`src/rtl/servo_pulse_if.sv`:
```
// Signal bundle between a servo pulse source and the pulse decoder.
// The source drives pulse_in; the decoder returns the measurement and status.
interface servo_pulse_if;
  logic        pulse_in;
  logic [20:0] width;
  logic [1:0]  direction;
  logic        valid;
  logic        error;
  logic        timeout;

  modport master (
    output pulse_in,
    input  width, direction, valid, error, timeout
  );

  modport slave (
    input  pulse_in,
    output width, direction, valid, error, timeout
  );
endinterface

```
`src/rtl/servo_pulse_decoder.sv`:
```
// Measures the high time of a 1-2 ms servo pulse and decodes it to a direction code.
// A loss-of-signal watchdog forces the neutral code when rising edges stop arriving.
module servo_pulse_decoder #(
  parameter int unsigned CLK_RATE      = 100000000,
  parameter int unsigned MIN_WIDTH     = 80000,
  parameter int unsigned FWD_MAX       = 125000,
  parameter int unsigned REV_MIN       = 175000,
  parameter int unsigned MAX_WIDTH     = 220000,
  parameter int unsigned FRAME_TIMEOUT = 3000000
) (
  input  logic          clk,
  input  logic          rst,
  servo_pulse_if.slave  bus
);

  localparam int unsigned FCNT_W = $clog2(FRAME_TIMEOUT + 1);

  localparam logic [20:0]       MIN_W    = 21'(MIN_WIDTH);
  localparam logic [20:0]       FWD_W    = 21'(FWD_MAX);
  localparam logic [20:0]       REV_W    = 21'(REV_MIN);
  localparam logic [20:0]       MAX_W    = 21'(MAX_WIDTH);
  localparam logic [20:0]       HCNT_MAX = '1;
  localparam logic [FCNT_W-1:0] FT       = FCNT_W'(FRAME_TIMEOUT);

  localparam logic [1:0] DIR_FWD     = 2'd0;
  localparam logic [1:0] DIR_NEUTRAL = 2'd1;
  localparam logic [1:0] DIR_REV     = 2'd2;

  if (CLK_RATE == 0 || MIN_WIDTH > FWD_MAX || FWD_MAX >= REV_MIN ||
      REV_MIN > MAX_WIDTH || MAX_WIDTH >= 2097152) begin : g_param_check
    $error("servo_pulse_decoder: inconsistent width/clock parameters");
  end

  typedef enum logic [1:0] {ARM, IDLE, HIGH} state_t;

  state_t            state, state_next;
  logic              sync1, s, p;
  logic              rise, fall;
  logic [20:0]       hcnt;
  logic [FCNT_W-1:0] fcnt;
  logic              timeout_hit;
  logic              start, count, done;
  logic              in_range;
  logic [1:0]        dir_code;

  logic [20:0] width_q;
  logic [1:0]  direction_q;
  logic        valid_q, error_q, timeout_q;

  // NOTE: the synchronizer resets to 1 so that a pulse already high at reset
  // release never looks like a rising edge; ARM then waits for it to end.
  always_ff @(posedge clk or posedge rst) begin
    if (rst) begin
      sync1 <= 1'b1;
      s     <= 1'b1;
      p     <= 1'b1;
    end else begin
      sync1 <= bus.pulse_in;
      s     <= sync1;
      p     <= s;
    end
  end

  assign rise        = s & ~p;
  assign fall        = ~s & p;
  assign timeout_hit = (fcnt == FT);

  always_ff @(posedge clk or posedge rst) begin
    if (rst) state <= ARM;
    else     state <= state_next;
  end

  // NOTE: every output of this block gets a default first so no path leaves
  // a value unassigned, which would otherwise infer a latch.
  always_comb begin
    state_next = state;
    start      = 1'b0;
    count      = 1'b0;
    done       = 1'b0;
    case (state)
      ARM:  if (!s) state_next = IDLE;
      IDLE: if (rise) begin
        state_next = HIGH;
        start      = 1'b1;
      end
      HIGH: begin
        if (fall) begin
          state_next = IDLE;
          done       = 1'b1;
        end else if (timeout_hit) begin
          state_next = ARM;
        end else if (s) begin
          count = 1'b1;
        end
      end
      default: state_next = ARM;
    endcase
  end

  always_comb begin
    in_range = (hcnt >= MIN_W) && (hcnt <= MAX_W);
    if (hcnt <= FWD_W)      dir_code = DIR_FWD;
    else if (hcnt >= REV_W) dir_code = DIR_REV;
    else                    dir_code = DIR_NEUTRAL;
  end

  // A completed measurement is applied after the watchdog so a fall that
  // coincides with the timeout still lands its Valid and direction.
  // NOTE: state here is updated with <= so every register samples the values
  // from before this edge, independent of statement order.
  always_ff @(posedge clk or posedge rst) begin
    if (rst) begin
      hcnt        <= '0;
      fcnt        <= '0;
      width_q     <= '0;
      direction_q <= DIR_NEUTRAL;
      valid_q     <= 1'b0;
      error_q     <= 1'b0;
      timeout_q   <= 1'b1;
    end else begin
      valid_q <= 1'b0;
      error_q <= 1'b0;

      if (rise)              fcnt <= '0;
      else if (!timeout_hit) fcnt <= fcnt + FCNT_W'(1);

      if (start)                          hcnt <= 21'd1;
      else if (count && hcnt != HCNT_MAX) hcnt <= hcnt + 21'd1;

      if (timeout_hit) begin
        timeout_q   <= 1'b1;
        direction_q <= DIR_NEUTRAL;
      end

      if (done) begin
        width_q <= hcnt;
        if (in_range) begin
          valid_q     <= 1'b1;
          timeout_q   <= 1'b0;
          direction_q <= dir_code;
        end else begin
          error_q <= 1'b1;
        end
      end
    end
  end

  assign bus.width     = width_q;
  assign bus.direction = direction_q;
  assign bus.valid     = valid_q;
  assign bus.error     = error_q;
  assign bus.timeout   = timeout_q;

endmodule

```
`src/flat_wrapper.sv`:
```
// flat-port wrapper written by rule: the top's interface ports become plain ports
module servo_pulse_decoder_flat 
#(
  parameter int unsigned CLK_RATE      = 100000000,
  parameter int unsigned MIN_WIDTH     = 80000,
  parameter int unsigned FWD_MAX       = 125000,
  parameter int unsigned REV_MIN       = 175000,
  parameter int unsigned MAX_WIDTH     = 220000,
  parameter int unsigned FRAME_TIMEOUT = 3000000
)
  (clk, rst, bus_pulse_in, bus_width, bus_direction, bus_valid, bus_error, bus_timeout);
  servo_pulse_if bus_i ();
  input  logic clk;
  input  logic rst;
  input wire logic [$bits(bus_i.pulse_in)-1:0] bus_pulse_in;
  output wire logic [$bits(bus_i.width)-1:0] bus_width;
  output wire logic [$bits(bus_i.direction)-1:0] bus_direction;
  output wire logic [$bits(bus_i.valid)-1:0] bus_valid;
  output wire logic [$bits(bus_i.error)-1:0] bus_error;
  output wire logic [$bits(bus_i.timeout)-1:0] bus_timeout;
  assign bus_i.pulse_in = bus_pulse_in;
  assign bus_width = bus_i.width;
  assign bus_direction = bus_i.direction;
  assign bus_valid = bus_i.valid;
  assign bus_error = bus_i.error;
  assign bus_timeout = bus_i.timeout;
  servo_pulse_decoder #(.CLK_RATE(CLK_RATE), .MIN_WIDTH(MIN_WIDTH), .FWD_MAX(FWD_MAX), .REV_MIN(REV_MIN), .MAX_WIDTH(MAX_WIDTH), .FRAME_TIMEOUT(FRAME_TIMEOUT)) u_core (.clk(clk), .rst(rst), .bus(bus_i));
endmodule
```
`config.mk`:
```
export PLATFORM = sky130hd
export DESIGN_NAME = servo_pulse_decoder_flat
export DESIGN_NICKNAME = d
export VERILOG_FILES = /design/src/rtl/servo_pulse_if.sv /design/src/rtl/servo_pulse_decoder.sv /design/src/flat_wrapper.sv
export SDC_FILE = /design/constraint.sdc
export NUM_CORES = 1
export LEC_CHECK = 0
export ABC_AREA = 1
export CAP_MARGIN = 20
export CORE_ASPECT_RATIO = 0.75
export CORE_MARGIN = 2
export CORE_UTILIZATION = 55
export CTS_BUF_LIST = sky130_fd_sc_hd__clkbuf_2 sky130_fd_sc_hd__clkbuf_4 sky130_fd_sc_hd__clkbuf_8
export DETAILED_ROUTE_END_ITERATION = 10
export PLACE_DENSITY = 0.77
export SKIP_CTS_REPAIR_TIMING = 1
export SYNTH_ARGS = -nofsm -noshare
export SYNTH_HDL_FRONTEND = slang
export SYNTH_SLANG_ARGS = --single-unit
```
`constraint.sdc`:
```
create_clock -name clk -period 1.9 [get_ports clk]
set_input_delay 0.19 -clock clk [delete_from_list [all_inputs] [get_ports clk]]
set_output_delay 0.19 -clock clk [all_outputs]
set_load 0.005 [all_outputs]
```
=== Word level (Yosys, flattened, before mapping) ===
Index checks and enable logic that the tools add are counted.

* Output and inout bits: 26
* Flip-flop bits (word level): 74
* Logic and storage cells: 63
* Bits of input ports: 3

* Equal/unequal tests: 8
* Mux-type cells: 29
* Bitwise operators: 4
* Add/subtract/negate cells: 2
* Magnitude comparators: 4
* Reduce and logical (&&, ||, !) cells: 5

{| class="wikitable"
|+ Operators by type and width
! cell !! number
|-
| 22-bit 2-to-1 mux || 2
|-
| 21-bit 2-to-1 mux || 2
|-
| 22-bit by 1-bit adder with 22-bit output (second input constant) || 1
|-
| 22-bit == test (second input constant) || 1
|-
| 21-bit by 1-bit adder with 21-bit output (second input constant) || 1
|-
| 21-bit by 17-bit greater-or-equal comparator with 1-bit output (second input constant) || 1
|-
| 21-bit by 18-bit greater-or-equal comparator with 1-bit output (second input constant) || 1
|-
| 21-bit by 17-bit <= comparator with 1-bit output (second input constant) || 1
|-
| 21-bit by 18-bit <= comparator with 1-bit output (second input constant) || 1
|-
| 21-bit inequality test (second input constant) || 1
|-
| 2-bit 2-to-1 mux || 9
|-
| 1-bit 2-to-1 mux || 15
|-
| 2-bit case mux with 3 select lines || 1
|-
| 2-bit by 1-bit inequality test with 1-bit output (second input constant) || 2
|-
| 3-bit by 1-bit inequality test with 1-bit output (second input constant) || 1
|-
| 3-bit AND reduction || 1
|-
| 1-bit AND || 2
|-
| 2-bit by 1-bit == test with 1-bit output (second input constant) || 1
|-
| 2-bit == test (second input constant) || 1
|-
| 1-bit logical AND || 2
|-
| 2-bit logical NOT || 1
|-
| 2-bit inequality test (second input constant) || 1
|-
| 1-bit NOT || 2
|-
| 2-bit nonzero test || 1
|}

=== Logic depth before layout (Yosys ltp) ===
Gate-level depths: netlist (run 1).

* Depth after elaboration: 7
* Depth in mapped cells: 12
* Gate-level depth less buffers: 11

=== Worst setup path before layout (run 1) ===
Ideal clock, no wire load.

* Kind: register -> register
* Start point: reg u_core.hcnt[0]
* End point: reg u_core.hcnt[0]
* Required time: 1,766 ps
* Cell stages (with the launch flop): 12
* Slack: 302 ps
* Buffers on the path: 1
* Data arrival time: 1,464 ps
* Library setup time: 134 ps
* Period minus slack after synthesis: 1,598 ps
* Path through: dfrtp_1 ha_1 inv_2 nor2_4 nand2_2 nor2_4 nand2_4 inv_2 nor2_2 buf_6 nand2_1 nand3_1

* Cells in the longest elaborated chain, start to end: 3
* Elaborated cells on any way between the ends: 6
* Classes of those cells: 1 x add/sub; 1 x eq/ne; 2 x mux; 2 x reduce/logical

{| class="wikitable"
|+ RTL lines
! element !! line !! text
|-
| start: declaration || servo_pulse_decoder.sv:39 || <nowiki>logic [20:0] hcnt;</nowiki>
|-
| start signal: assignment || servo_pulse_decoder.sv:128 || <nowiki>else if (count && hcnt != HCNT_MAX) hcnt <= hcnt + 21'd1;</nowiki>
|-
| 21-bit by 1-bit adder with 21-bit output or 21-bit inequality test (tied branches) || servo_pulse_decoder.sv:128 ||
|-
| 21-bit 2-to-1 mux or 1-bit logical AND (tied branches) || servo_pulse_decoder.sv:128 ||
|-
| 21-bit 2-to-1 mux or 2-bit nonzero test (tied branches) || n/a ||
|}

Several ways; a longest one is shown, not always the timed one. The select of a mux whose other input is x is not followed.
A chain may end at the register's enable or synchronous reset.

=== Worst setup path in the final report (run 1) ===
* Start point: reg u_core.hcnt[0]
* End point: reg u_core.hcnt[5]

The elaborated chain is that of the path after synthesis.

==> results of run 1 <==
cell usage in the layout (no fill, tap or decap), drive strengths merged:
| cell | count |
|---|---|
| a21oi | 19 |
| ha | 4 |
| clkdlybuf4s50 | 28 |
| xnor2 | 1 |
| inv | 57 |
| o211ai | 1 |
| nand3b | 16 |
| nand4 | 9 |
| buf | 32 |
| bufinv | 2 |
| dfrtp | 69 |
| a31oi | 3 |
| dfstp | 5 |
| a311oi | 1 |
| clkinvlp | 1 |
| o21bai | 1 |
| nor3 | 13 |
| o21ai | 37 |
| nor2 | 74 |
| clkbuf | 11 |
| clkinv | 3 |
| xor2 | 16 |
| nand3 | 63 |
| nand2 | 156 |
flip-flops by register name (all words and copies together), names as in the netlist:
register,flops
u_core.bus.direction,2
u_core.bus.error,1
u_core.bus.timeout,1
u_core.bus.valid,1
u_core.bus.width,21
u_core.fcnt,22
u_core.hcnt,21
u_core.p,1
u_core.s,1
u_core.state,2
u_core.sync1,1
area by class of cell:
cell class,count,area [µm²]
tap,101,126
sequential,74,1860
clock inverter,5,78.8
fill,628,2410
inverter,58,221
timing repair buffer,60,533
multi-input combinational,414,2060
clock buffer,11,145
per-stage QoR:
stage / TNS [ps] / utilization (%) / cells / power (W)
3_5_place_dp: -1240 / 64.5 / 707 / 0.00242
3_3_place_gp: -40.3 / 64.5 / 707 / 0.00239
6_report: 0 / 67.6 / 723 / 0.00379
5_1_grt: 0 / 67.6 / 723 / 0.00398
2_1_floorplan: 0 / - / 569 / 0.00218
4_1_cts: -1600 / 67.5 / 723 / 0.00380
critical path: cells and delay by family (launching register included):
family / cells / cell delay [ps]
and+or+nand+nor: 7 / 920
adders and majority gates: 1 / 240
buffers and inverters: 2 / 130
DFF: 1 / 390
routing by layer:
layer | GRT usage [%] | vias to the layer above | wire length [µm]
li1 | - | 1927 | -
met1 | 41.6 | 1894 | 5010
met3 | 7.55 | 20 | 1240
met5 | 0 | - | 0
met4 | 7.50 | 0 | 162
met2 | 39.2 | 225 | 4450
cell families (layout without fill, tap and decap cells):
logic type | count (synthesis) | in the layout | synth area share [%]
AOI/OAI and AO/OA | 62 | 62 | 7.56
DFF | 74 | 74 | 43.5
and+or+nand+nor | 331 | 331 | 35.9
xor gates and xnor gates | 17 | 17 | 3.49
adders and majority gates | 4 | 4 | 1.17
buffers and inverters | 81 | 134 | 8.41
path summary, 6_finish.rpt:
| kind | startpoint | cells past startpoint | end | slack, ps |
|---|---|---|---|---|
| worst max-delay path | u_core.hcnt[0] | 10 | u_core.hcnt[5] | 180 |
| worst min-delay path | rst | 3 | u_core.fcnt[5] | 250 |
| worst max register to register | u_core.hcnt[0] | 10 | u_core.hcnt[5] | 180 |
| worst min register to register | u_core.sync1 | 0 | u_core.s | 370 |
| max in group asynchronous | rst | 3 | u_core.bus.direction[0] | 1240 |
| min in group clk | bus_pulse_in | 1 | u_core.sync1 | 250 |
report_power, final:
| part | internal (W) | total (W) | switching (W) | leakage [nW] |
|---|---|---|---|---|
| combinational | 0.000245 | 0.000659 | 0.000414 | 1.29 |
| sequential | 0.00168 | 0.00175 | 0.0000751 | 1.00 |
| clock | 0.000788 | 0.00138 | 0.000596 | 0.117 |
| total | 0.00271 | 0.00379 | 0.00109 | 2.41 |
==> flow_summary_export.csv, run 1 <==
group,metric,value,unit
logic_synthesis,synth_top_area_cell,"dfrtp_1",
logic_synthesis,yosysUniqueCellTypes,32,
setup_path,cp_max_fo,21,
setup_path,required,2180,ps
setup_path,crit_path_max_incr_delay,410,ps
logic_synthesis,synth-async-reset-ratio,100,%
global_route,grt_max_degree,75,
drt,drc,0,
die,dieWidth,106,µm
timing,max_freq,0.581,GHz
setup_path,worstSetupStartpointType,"flip-flop",
die,core,0.00743,mm²
cts,cts_tree,"yes",
min_path,holdCritPathClass,"in -> async",
logic_synthesis,synth-edff-count,0,
logic_synthesis,synth_top_area_share,40.4,%
pwr,ir_worst_vdd,447,µV
logic_synthesis,ys_ff_latch,74,
global_route,grt_pass1_wl,18100,µm
die,start_util,57.5,%
drt,via_per_inst,5.62,
drt,drt_iter0_drc,488,
setup_path,cp_cell_sequence,"ha_1 -> inv_2 -> nor2_4 -> nand2_2 -> nor2_4 -> nand2_4 -> inv_2 -> nor2_4 -> nand3_1 -> nand2_1",
setup_path,crit_slowest_cell,"nor2_4",
logic_synthesis,synth_area,0.00427,mm²
drt,wl_per_cell,15.0,µm
logic_synthesis,synth.area.top_cells,"dfrtp_1 (40%), nand2_1 (13%), nand3_1 (7.1%), nor2_1 (5.6%), inv_1 (4.7%)",
cts,clockRootBuffer,"clkbuf_8",
drt,dr_total_vias,4066,
timing,final_hold_viol_count,0,
logic_synthesis,yosysMostFrequentCell,"nand2_1",
pwr,p_leak,2.41,nW
timing,setup_viol,0,
global_route,grt-ovfl-total,0,
die,io_pins,29,
run_status,status,"completed",
global_route,antenna_found_initial,0,
timing,rsz0062_at_grt,"no",
drt,drt_wl_total,10900,µm
cts,cts_buffers,9,
final_layout,design_area,0.00502,mm²
timing,drv_slew,0,
logic_synthesis,avgSynthCellArea,7.51,µm²
setup_path,arrival,2000,ps
logic_synthesis,synth_warnings,0,
die,fp.dieArea,0.00849,mm²
timing,relSlewSlack,67.1,%
setup_path,crit_top_cell,"nor2_4",
setup_path,worstSetupEndpointType,"flip-flop",
placement,gp_congestion,0.919,
timing,fin_ws,179,ps
logic_synthesis,syn_nets,576,
die,row_count,27,
placement,port_buffers,28,
drt,postRouteAntennaNets,0,
timing,finalCritPeriodShare,90.6,%
final_layout,diodes,0,
final_layout,syn_to_final_growth,17.6,%
setup_path,criticalPathCategory,"reg -> reg",
timing,hold_slack,247,ps
logic_synthesis,syn-instance-count,569,
cts,cts_buffer_depth,2,
placement,dp_hpwl,7960,µm
timing,worst_slew_pin_slew,493,ps
timing,period_minus_slack,1720,ps
pwr,power_density,756,mW/mm²
global_route,grt_usage,27.7,%
placement,placed_area,0.00479,mm²
placement,preCtsSetupSlack,-108,ps
drt,drtPass1Iterations,5,
final_layout,nNetsFinal,624,
logic_synthesis,yosysSeqAreaShare,43.5,%
final_layout,layout-drive-gt1-share,12.7,%
global_route,grt_pass1_vias,3592,
logic_synthesis,synth_common_cells,"nand2_1 (150), dfrtp_1 (69), nor2_1 (64)",
timing,finClkSkew,11.8,ps
logic_synthesis,ys_dominant_reg_cell,"dfrtp_1",
die,die_y,80.3,µm
run,cap_violations,0,
cts,cts_sinks,74,
cts,clk_pin_slew_worst_paths,80,ps
cts,htree_levels,3,
cts,clk-insertion-delay-late,350,ps
(Power assumes the default switching activity.)
==> run 2: changes to the inputs <==
CORE_MARGIN = not set   (was 2)
==> flow_summary_export.csv, run 2 (synthesis results as in run 1) <==
group,metric,value,unit
run_status,status,"completed",
timing,final_hold_viol_count,0,
pwr,ir_worst_vdd,434,µV
cts,clk-insertion-delay-late,360,ps
global_route,grt_usage,28.5,%
drt,wl_per_cell,15.2,µm
cts,clockRootBuffer,"clkbuf_8",
setup_path,arrival,1980,ps
run,cap_violations,0,
cts,cts_buffers,9,
die,start_util,57.5,%
timing,rsz0062_at_grt,"no",
drt,drtPass1Iterations,8,
timing,period_minus_slack,1760,ps
placement,gp_congestion,0.927,
die,row_count,27,
die,core,0.00743,mm²
cts,cts_tree,"yes",
timing,finClkSkew,12.3,ps
final_layout,nNetsFinal,621,
pwr,total_power,0.00403,W
final_layout,largest_register_ff_count,22,
final_layout,diodes,0,
drt,drt_iter0_drc,438,
global_route,grt_max_degree,75,
min_path,holdCritPathClass,"in -> reg",
pwr,p_leak,2.41,nW
cts,clk_pin_slew_worst_paths,70,ps
cts,cts_buffer_depth,2,
die,fp.dieArea,0.00812,mm²
final_layout,syn_to_final_growth,18.0,%
die,io_pins,29,
final_layout,layout-drive-gt1-share,12.3,%
final_layout,fill_cells,621,
drt,drc,0,
setup_path,cp_max_fo,21,
cts,htree_levels,3,
timing,finalCritPeriodShare,92.8,%
final_layout,final_common_cell,"nand2_1",
drt,drt_wl_total,10900,µm
global_route,grt_pass1_wl,18100,µm
setup_path,worstSetupEndpointType,"flip-flop",
placement,dp_hpwl,7820,µm
cts,cts_sinks,74,
final_layout,largest_register,"u_core.fcnt",
placement,port_buffers,28,
timing,max_freq,0.567,GHz
timing,worst_slew_pin_slew,520,ps
placement,placedCellCount,704,
timing,relSlewSlack,65.2,%
setup_path,worstSetupStartpointType,"flip-flop",
timing,setup_viol,0,
drt,postRouteAntennaNets,0,
drt,via_per_inst,5.59,
die,dieWidth,104,µm
final_layout,stdcell_count,720,
global_route,antenna_found_initial,0,
pwr,power_density,798,mW/mm²
setup_path,required,2120,ps
timing,drv_slew,0,
final_layout,layout_common_cells,"nand2_1 (150), dfrtp_1 (69), nor2_1 (64)",
timing,fin_setup_tns,0,ps
global_route,grt_pass1_vias,3663,
drt,dr_total_vias,4025,
global_route,grt-ovfl-total,0,
setup_path,criticalPathCategory,"reg -> reg",
die,die_y,78.3,µm
==> run 2: metal layers <==
metal	track usage [%]	wire [µm]
met5	0	0
met4	6.29	96
met3	8.14	1160
met2	39.7	4450
met1	43.4	5230
==> run 2: final cells by class <==
class | instances | area (µm²) | area share (%)
Multi-Input combinational cell | 414 | 2060 | 40.8
Sequential cell | 74 | 1860 | 36.9
Timing Repair Buffer | 57 | 510 | 10.1
Inverter | 58 | 221 | 4.39
Clock buffer | 11 | 139 | 2.76
Clock inverter | 5 | 128 | 2.53
Tap cell | 101 | 126 | 2.51
==> run 2: worst paths after layout <==
kind / start / endpoint / slack (ps) / cells past startpoint
max: u_core.hcnt[0] / u_core.hcnt[0] / 140 / 10
min: bus_pulse_in / u_core.sync1 / 240 / 1
max reg2reg: u_core.hcnt[0] / u_core.hcnt[0] / 140 / 10
min reg2reg: u_core.sync1 / u_core.s / 360 / 0
max in group asynchronous: rst / u_core.bus.direction[0] / 1280 / 3
min in group asynchronous: rst / u_core.hcnt[14] / 280 / 3
==> run 2: critical path: stages, from the launching register on <==
cell,delay [ps]
dfrtp_1,380
ha_1,230
inv_2,90
nor2_4,50
nand2_2,100
nor2_4,60
nand2_4,60
buf_4,110
nand4_4,310
nand2_1,150
nand3_1,90
==> run 2: where the power goes <==
group | internal (W) | leakage, nW | switching (W)
logic | 0.000232 | 1.28 | 0.000404
clock network | 0.00104 | 0.131 | 0.000598
registers | 0.00168 | 1.00 | 0.0000806
total | 0.00294 | 2.41 | 0.00108
==> run 2: metrics by stage <==
step	hold slack [ps]	area (µm²)	util, %	setup WS (ps)
finish	245	5040	67.8	138
global route	251	5040	67.8	10.3
CTS	237	5040	67.8	-104
detailed placement	349	4770	64.2	-99.3
global placement	348	4770	64.2	-30.6
floorplan	194	4270	-	302
==> run 3: changes to the inputs <==
CAP_MARGIN = 40   (was 20)
CTS_CLUSTER_DIAMETER = 40   (was not set)
SETUP_SLACK_MARGIN = 0.2   (was not set)
==> flow_summary_export.csv, run 3 (synthesis results as in run 1) <==
group,metric,value,unit
setup_path,arrival,1940,ps
timing,max_freq,0.587,GHz
timing,final_hold_viol_count,0,
cts,clk_pin_slew_worst_paths,70,ps
pwr,p_leak,2.43,nW
die,io_pins,29,
cts,cts_buffer_depth,2,
cts,cts_tree,"yes",
drt,via_per_inst,5.73,
final_layout,largest_register,"u_core.fcnt",
setup_path,cp_max_fo,10,
timing,fin_setup_tns,0,ps
drt,drt_wl_total,11700,µm
placement,gp_congestion,0.927,
die,die_y,78.3,µm
placement,dp_hpwl,7820,µm
setup_path,r2r_slack,200,ps
run,cap_violations,0,
timing,setup_viol,0,
min_path,holdCritPathClass,"in -> reg",
timing,finalCritPeriodShare,89.6,%
drt,drc,0,
drt,drt_iter0_drc,572,
timing,relSlewSlack,66.1,%
global_route,grt_usage,28.5,%
die,dieWidth,104,µm
timing,worst_slew_pin_slew,508,ps
cts,clockRootBuffer,"clkbuf_8",
run_status,status,"completed",
final_layout,syn_to_final_growth,20.8,%
final_layout,layout-drive-gt1-share,14.7,%
setup_path,criticalPathCategory,"reg -> reg",
placement,port_buffers,28,
timing,drv_slew,0,
pwr,power_density,795,mW/mm²
global_route,grt_pass1_vias,3663,
pwr,ir_worst_vdd,471,µV
timing,period_minus_slack,1700,ps
final_layout,largest_register_ff_count,22,
cts,cts_buffers,9,
cts,clk-insertion-delay-late,350,ps
global_route,grt_max_degree,75,
drt,dr_total_vias,4169,
drt,wl_per_cell,16.1,µm
setup_path,worstSetupEndpointType,"flip-flop",
cts,cts_sinks,74,
global_route,antenna_found_initial,0,
drt,postRouteAntennaNets,0,
die,core,0.00743,mm²
die,row_count,27,
timing,finClkSkew,11.9,ps
final_layout,layout_common_cells,"nand2_1 (150), dfrtp_1 (67), nor2_1 (62)",
final_layout,nNetsFinal,628,
final_layout,diodes,0,
global_route,grt_pass1_wl,18100,µm
cts,htree_levels,3,
global_route,grt-ovfl-total,0,
die,fp.dieArea,0.00812,mm²
setup_path,worstSetupStartpointType,"flip-flop",
timing,rsz0062_at_grt,"yes",
drt,drtPass1Iterations,6,
pwr,total_power,0.00410,W
final_layout,final_common_cell,"nand2_1",
die,start_util,57.5,%
setup_path,required,2140,ps
-- run 3: final cells by class --
type / instances / area, µm²
well taps: 101 / 126
multi-input cells: 417 / 2120
flip-flops and latches: 74 / 1860
clock inverters: 5 / 128
repair buffers: 61 / 557
fillers: 596 / 2270
clock buffers: 11 / 139
inverters: 58 / 225
-- run 3: per-stage QoR --
step	cell area (µm²)	utilization (%)	std cells	worst slack [ps]	hold WS [ps]
finish	5160	69.4	727	198	248
global route	5160	69.4	727	153	251
CTS	5040	67.8	720	-104	237
detailed placement	4770	64.2	704	-99.3	349
global placement	4770	64.2	704	-30.6	348
floorplan	4270	-	569	302	194
-- run 3: final timing paths --
path	start	to	depth (start not counted)
max in group asynchronous	rst	u_core.bus.direction[0]	3
max reg2reg	u_core.hcnt[0]	u_core.hcnt[20]	10
min	bus_pulse_in	u_core.sync1	1
max	u_core.hcnt[0]	u_core.hcnt[20]	10
min in group asynchronous	rst	u_core.fcnt[4]	3
min reg2reg	u_core.sync1	u_core.s	0
-- run 3: critical path: stages (launching register included) --
cell	delay, ps
dfrtp_1	400
ha_1	250
inv_2	110
nor2_4	50
nand2_2	100
nor2_4	60
nand2_4	60
buf_4	140
nand4_4	210
nand3_1	140
nand2_1	60
-- run 3: metal layers --
layer,global-route usage (%),vias to the layer above,wire length (µm)
li1,-,1944,-
met5,0,-,0
met3,8.14,24,1440
met2,39.7,271,4920
met1,43.4,1930,5170
met4,6.29,0,165
-- run 3: where the power goes --
group,switching [W],total (W),internal (W)
Clock,0.000598,0.00163,0.00104
Combinational,0.000439,0.000709,0.000269
Sequential,0.0000838,0.00176,0.00168
